File: src/rtl/arith_ctrl_pkg.sv
// Shared types and encodings for the arithmetic machine multi-cycle controller.
// Covers the FSM state, ALU operation codes, opcode/funct values and ALU B-mux selects.
package arith_ctrl_pkg;

    typedef enum logic [2:0] {
        S_IDLE      = 3'd0,
        S_FETCH     = 3'd1,
        S_DECODE    = 3'd2,
        S_EXECUTE   = 3'd3,
        S_WRITEBACK = 3'd4,
        S_HALT      = 3'd5
    } state_t;

    localparam logic [2:0] ALU_ADD = 3'b010;
    localparam logic [2:0] ALU_SUB = 3'b011;
    localparam logic [2:0] ALU_AND = 3'b100;
    localparam logic [2:0] ALU_OR  = 3'b101;
    localparam logic [2:0] ALU_NOR = 3'b110;
    localparam logic [2:0] ALU_XOR = 3'b111;

    localparam logic [5:0] OP_RTYPE = 6'b000000;
    localparam logic [5:0] OP_ADDI  = 6'b001000;
    localparam logic [5:0] OP_ANDI  = 6'b001100;
    localparam logic [5:0] OP_ORI   = 6'b001101;
    localparam logic [5:0] OP_XORI  = 6'b001110;

    localparam logic [5:0] FN_ADD = 6'b100000;
    localparam logic [5:0] FN_SUB = 6'b100010;
    localparam logic [5:0] FN_AND = 6'b100100;
    localparam logic [5:0] FN_OR  = 6'b100101;
    localparam logic [5:0] FN_NOR = 6'b100111;
    localparam logic [5:0] FN_XOR = 6'b100110;

    localparam logic [1:0] SRCB_REG = 2'b00;
    localparam logic [1:0] SRCB_INC = 2'b01;
    localparam logic [1:0] SRCB_IMM = 2'b10;

endpackage

File: src/rtl/arith_ctrl_decode.sv
// Combinational instruction classifier for the R-type/I-type arithmetic subset.
// Anything outside the table, including opcode 0 with an unknown funct, is illegal.
module arith_ctrl_decode
    import arith_ctrl_pkg::*;
(
    input  logic [5:0] opcode,
    input  logic [5:0] funct,
    output logic [2:0] alu_op,
    output logic [1:0] src_b,
    output logic       rd_src,
    output logic       illegal
);

    always_comb begin
        alu_op  = ALU_ADD;
        src_b   = SRCB_REG;
        rd_src  = 1'b0;
        illegal = 1'b0;
        case (opcode)
            OP_RTYPE: begin
                case (funct)
                    FN_ADD:  alu_op = ALU_ADD;
                    FN_SUB:  alu_op = ALU_SUB;
                    FN_AND:  alu_op = ALU_AND;
                    FN_OR:   alu_op = ALU_OR;
                    FN_NOR:  alu_op = ALU_NOR;
                    FN_XOR:  alu_op = ALU_XOR;
                    default: illegal = 1'b1;
                endcase
            end
            OP_ADDI: begin alu_op = ALU_ADD; src_b = SRCB_IMM; rd_src = 1'b1; end
            OP_ANDI: begin alu_op = ALU_AND; src_b = SRCB_IMM; rd_src = 1'b1; end
            OP_ORI:  begin alu_op = ALU_OR;  src_b = SRCB_IMM; rd_src = 1'b1; end
            OP_XORI: begin alu_op = ALU_XOR; src_b = SRCB_IMM; rd_src = 1'b1; end
            default: illegal = 1'b1;
        endcase
    end

endmodule

File: src/rtl/arith_multicycle_ctrl.sv
// Multi-cycle sequencer: FETCH/DECODE/EXECUTE/WRITEBACK over one shared ALU.
// Halts sticky on an illegal instruction and counts retired instructions.
module arith_multicycle_ctrl
    import arith_ctrl_pkg::*;
#(
    parameter int PC_INC  = 4,
    parameter int COUNT_W = 32
) (
    input  logic               clock,
    input  logic               reset,
    input  logic [5:0]         opcode,
    input  logic [5:0]         funct,
    input  logic               imem_ack,
    output logic               imem_req,
    output logic               pc_write,
    output logic               ir_write,
    output logic               ab_write,
    output logic               alu_src_a,
    output logic [1:0]         alu_src_b,
    output logic [2:0]         alu_op,
    output logic               aluout_write,
    output logic               rd_src,
    output logic               reg_write,
    output logic               except,
    output logic               busy,
    output logic [COUNT_W-1:0] instret
);

    // PC_INC lives in the datapath's B-mux; the controller only selects it.
    if (PC_INC <= 0) begin : g_bad_pc_inc
        $error("PC_INC must be positive");
    end

    state_t       state, state_nxt;
    logic [2:0]   alu_op_q, dec_alu_op;
    logic [1:0]   src_b_q, dec_src_b;
    logic         rd_src_q, dec_rd_src, dec_illegal;
    logic         except_q;

    arith_ctrl_decode u_decode (
        .opcode  (opcode),
        .funct   (funct),
        .alu_op  (dec_alu_op),
        .src_b   (dec_src_b),
        .rd_src  (dec_rd_src),
        .illegal (dec_illegal)
    );

    always_ff @(posedge clock or negedge reset) begin
        if (!reset) state <= S_IDLE;
        else        state <= state_nxt;
    end

    always_comb begin
        state_nxt = state;
        case (state)
            S_IDLE:      state_nxt = S_FETCH;
            S_FETCH:     if (imem_ack) state_nxt = S_DECODE;
            S_DECODE:    state_nxt = dec_illegal ? S_HALT : S_EXECUTE;
            S_EXECUTE:   state_nxt = S_WRITEBACK;
            S_WRITEBACK: state_nxt = S_FETCH;
            S_HALT:      state_nxt = S_HALT;
            default:     state_nxt = S_IDLE;
        endcase
    end

    always_comb begin
        imem_req     = 1'b0;
        pc_write     = 1'b0;
        ir_write     = 1'b0;
        ab_write     = 1'b0;
        alu_src_a    = 1'b0;
        alu_src_b    = SRCB_REG;
        alu_op       = ALU_ADD;
        aluout_write = 1'b0;
        reg_write    = 1'b0;
        case (state)
            S_FETCH: begin
                imem_req  = 1'b1;
                alu_src_b = SRCB_INC;
                pc_write  = imem_ack;
                ir_write  = imem_ack;
            end
            S_DECODE: ab_write = 1'b1;
            S_EXECUTE: begin
                alu_src_a    = 1'b1;
                alu_src_b    = src_b_q;
                alu_op       = alu_op_q;
                aluout_write = 1'b1;
            end
            S_WRITEBACK: reg_write = 1'b1;
            default: ;
        endcase
    end

    assign rd_src = rd_src_q;
    assign except = except_q;
    assign busy   = (state == S_FETCH) || (state == S_DECODE) ||
                    (state == S_EXECUTE) || (state == S_WRITEBACK);

    always_ff @(posedge clock or negedge reset) begin
        if (!reset) begin
            alu_op_q <= '0;
            src_b_q  <= '0;
            rd_src_q <= 1'b0;
            except_q <= 1'b0;
            instret  <= '0;
        end else begin
            if (state == S_DECODE) begin
                alu_op_q <= dec_alu_op;
                src_b_q  <= dec_src_b;
                rd_src_q <= dec_rd_src;
                if (dec_illegal) except_q <= 1'b1;
            end
            if (state == S_WRITEBACK) instret <= instret + 1'b1;
        end
    end

endmodule

File: config.mk
export PLATFORM = sky130hd
export DESIGN_NAME = arith_multicycle_ctrl
export DESIGN_NICKNAME = d
export VERILOG_FILES = /design/src/rtl/arith_ctrl_pkg.sv /design/src/rtl/arith_ctrl_decode.sv /design/src/rtl/arith_multicycle_ctrl.sv
export SDC_FILE = /design/constraint.sdc
export NUM_CORES = 1
export LEC_CHECK = 0
export ABC_AREA = 0
export CAP_MARGIN = 20
export CORE_UTILIZATION = 62
export CTS_CLUSTER_DIAMETER = 120
export CTS_CLUSTER_SIZE = 24
export DETAILED_ROUTE_END_ITERATION = 8
export DONT_BUFFER_PORTS = 1
export HOLD_SLACK_MARGIN = 0.15
export PLACE_DENSITY_LB_ADDON = 0.1
export RECOVER_POWER = 50
export SETUP_SLACK_MARGIN = 0.2
export SLEW_MARGIN = 15
export SYNTH_ARGS = -nofsm -noshare
export SYNTH_HDL_FRONTEND = slang
export SYNTH_HIERARCHICAL = 1
export SYNTH_SLANG_ARGS = --single-unit
File: constraint.sdc
create_clock -name clock -period 2.28 [get_ports clock]
set_input_delay 0.456 -clock clock [delete_from_list [all_inputs] [get_ports clock]]
set_output_delay 0.456 -clock clock [all_outputs]
set_load 0.02 [all_outputs]
==> impl_metrics.toml <==
[setup_path]
start_kind = "flip-flop"
critPathCaptureType = "output pin"
path_buf_inv = 0
critPathTopFamily = "simple AND/OR/NAND/NOR gates"
crit_required_ns = 1.82
crit_path_max_incr_delay_ns = 0.50
cp_data_arrival_time_ns = 1.50
ff2ff_setup_slack_ns = 0.48
crit_slowest_cell = "dfrtp_1"
worst-path-max-fanout = 10
startpoint = "state[2]"
cp_cell_sequence = "nand2b_1 > nor2_1 > and2_2"
r2r-start = "instret[13]"
critical_path_class = "flip-flop to output pin"

[synthesis]
async_reset_ff_share_pct = 100
synth_top_family_by_area = "simple AND/OR/NAND/NOR gates"
synthFlopType = "dfrtp_1"
syn-cell-area_um2 = 2120
yosys_warnings = 6
synth.most_common_cell = "dfrtp_1"
avgSynthCellArea_um2 = 10.5
yosys.area_share.adder_pct = 1.06
synth_compound_area_share_pct = 3.19
synth.distinct_cells = 41
synth_edf_count = 0
yosysTopAreaCell = "dfrtp_1"
yosysSeqAreaShare_pct = 49.6
synth-seq-cells = 42
yosys-mux-area-fraction_pct = 3.66
syn_inst = 202
yosys.area_share.xor_xnor_pct = 13.7
yosys-top-cells-count = "dfrtp_1 (42), xor2_1 (20), nand2_1 (14), nor2_1 (14), xnor2_1 (13)"
synth_top_area_share_pct = 49.6
syn_nets = 218
yosys.area_share.simple_pct = 24.0
ys_top_cells_by_area = "dfrtp_1 (50%), xor2_1 (8.3%), xnor2_1 (5.4%), nand4_1 (3.0%), and2_1 (2.7%)"

[sta]
finalSetupViolations = 0
slew_headroom_pct = 32.2
fmax_mhz = 511
period_share_pct = 85.9
skew_ns = 0.0108
tightest_slew_ns = 1.02
worst_slack_ns = 0.322
hold_viol_final = 0
period_needed_ns = 1.96
rsz0062_at_grt = "false"
maxSlewViolCount = 0
finalSetupTns_ns = 0

[clocking]
cts_tree = "built"
cts-root-buf = "clkbuf_4"
ctsHtreeMaxLevel = 2
clock_latency_ns = 0.34
numCtsBuffers = 5
numClockSinks = 42
cts.path.max_buffers = 2
clkTransAtPathRegs_ns = 0.11
post_cts_buffers = 0

[global_route]
grt_max_degree = 43
overflow = 0
grt_pass1_wl_mm = 6.89
grt_pass1_vias = 1571
antenna_found_initial = 0
grt_usage_pct = 25.8

[floorplan]
num_rows = 20
coreArea_um2 = 3150
initial_utilization_pct = 67.1
die_w_um = 60.4
dieArea_um2 = 3650
die_y_um = 60.4
pin_count = 62

[cells_and_area]
fin_nets = 230
final_area_um2 = 2300
antenna_cells = 0
area_growth_pct = 8.57
layout-drive-gt1-share_pct = 14.4

[detailed_routing]
wl_per_cell_um = 16.3
drt_wl_total_mm = 4.23
drt-pass1-iter-count = 4
route.detailed.drc = 0
num_vias = 1524
drt_iter0_drc = 68
viasPerCell = 5.88
ant_nets = 0

[placement]
placedInstanceArea_um2 = 2210
dp_hpwl_mm = 3.00
gp_congestion = 0.771
dp_slack_ns = 0.365
io_buffers = 0

[power_and_ir_drop]
p_leak_nw = 1.14
peakVddDrop_mv = 0.317
powerDensity_nw_per_um2 = 538

[worst_hold_path]
worstHoldStart = "imem_ack"
hold_path_class = "primary input to flip-flop"

[run_status]
run_status = "finished clean"

[flow_run]
max_cap_violations = 0
==> cell usage in the layout, fill, tap and decap left out, drive strengths merged, types with 2 or more instances in the layout <==
cell	count
a21oi	2
and2	10
and3	4
and4	2
buf	13
clkbuf	8
dfrtp	42
inv	9
mux2	6
nand2	14
nand3	8
nand4	10
nor2	14
nor2b	4
nor3	12
nor4	5
o22ai	3
xnor2	13
xor2	20
==> worst register-to-register path: stages (launching register included) <==
cell and delay, ns:
dfrtp_1 0.51, inv_1 0.11, or4_4 0.63, nor4_4 0.31
xor2_1 0.17
==> final cells by class <==
class	count	area, um2
Clock buffer	7	45.0
Clock inverter	1	30.0
Fill cell	244	855
Inverter	9	33.8
Multi-Input combinational cell	141	971
Sequential cell	42	1050
Tap cell	44	55.1
Timing Repair Buffer	15	113
==> layer usage <==
layer / wire length [um] / GRT usage [%]
met5: 0 / 0
met4: 70 / 12.3
met3: 264 / 6.40
met2: 2230 / 45.8
met1: 1670 / 29.1
==> kinds of logic after synthesis <==
logic type / Yosys count
AO/OA/AOI/OAI: 10
XOR/XNOR: 33
adder cells (fa/ha/maj): 2
buffers and inverters: 19
flip-flops: 42
multiplexers: 7
other: 1
AND/OR/NAND/NOR: 88
==> power breakdown <==
group          internal, mW  switching (mW)
combinational        0.0101          0.0212
sequential            0.745               0
clock                 0.233           0.229
==> per-stage QoR <==
step	util, %	hold WS [ns]	std cells	power [mW]
after global placement	70.0	0.161	249	0.773
after CTS	73.3	0.374	259	1.25
after detailed placement	70.0	0.161	249	0.774
after global routing	72.9	0.383	259	1.28
after floorplan	-	0.160	202	0.774
final	72.9	0.379	259	1.24
==> registers in the layout, indices dropped and copies added, names as in the netlist <==
signal,cells
alu_op_q,3
except,1
instret,32
rd_src,1
src_b_q,2
state,3
==> path summary, 6_finish.rpt <==
check / end / cells past startpoint
worst min-delay path: state[0] / 2
worst min register to register: src_b_q[1] / 1
worst max-delay path: alu_op[2] / 3
worst max register to register: instret[31] / 4
max in group asynchronous: state[1] / 2
min in group asynchronous: instret[12] / 2
==> repair_timing <==
action                                 4_1_cts  5_1_grt
resized for setup                            0        6
endpoints found under the hold margin       42        0
hold buffers                                 2        0
setup endpoints to repair                    0        8
(Power assumes the default switching activity.)
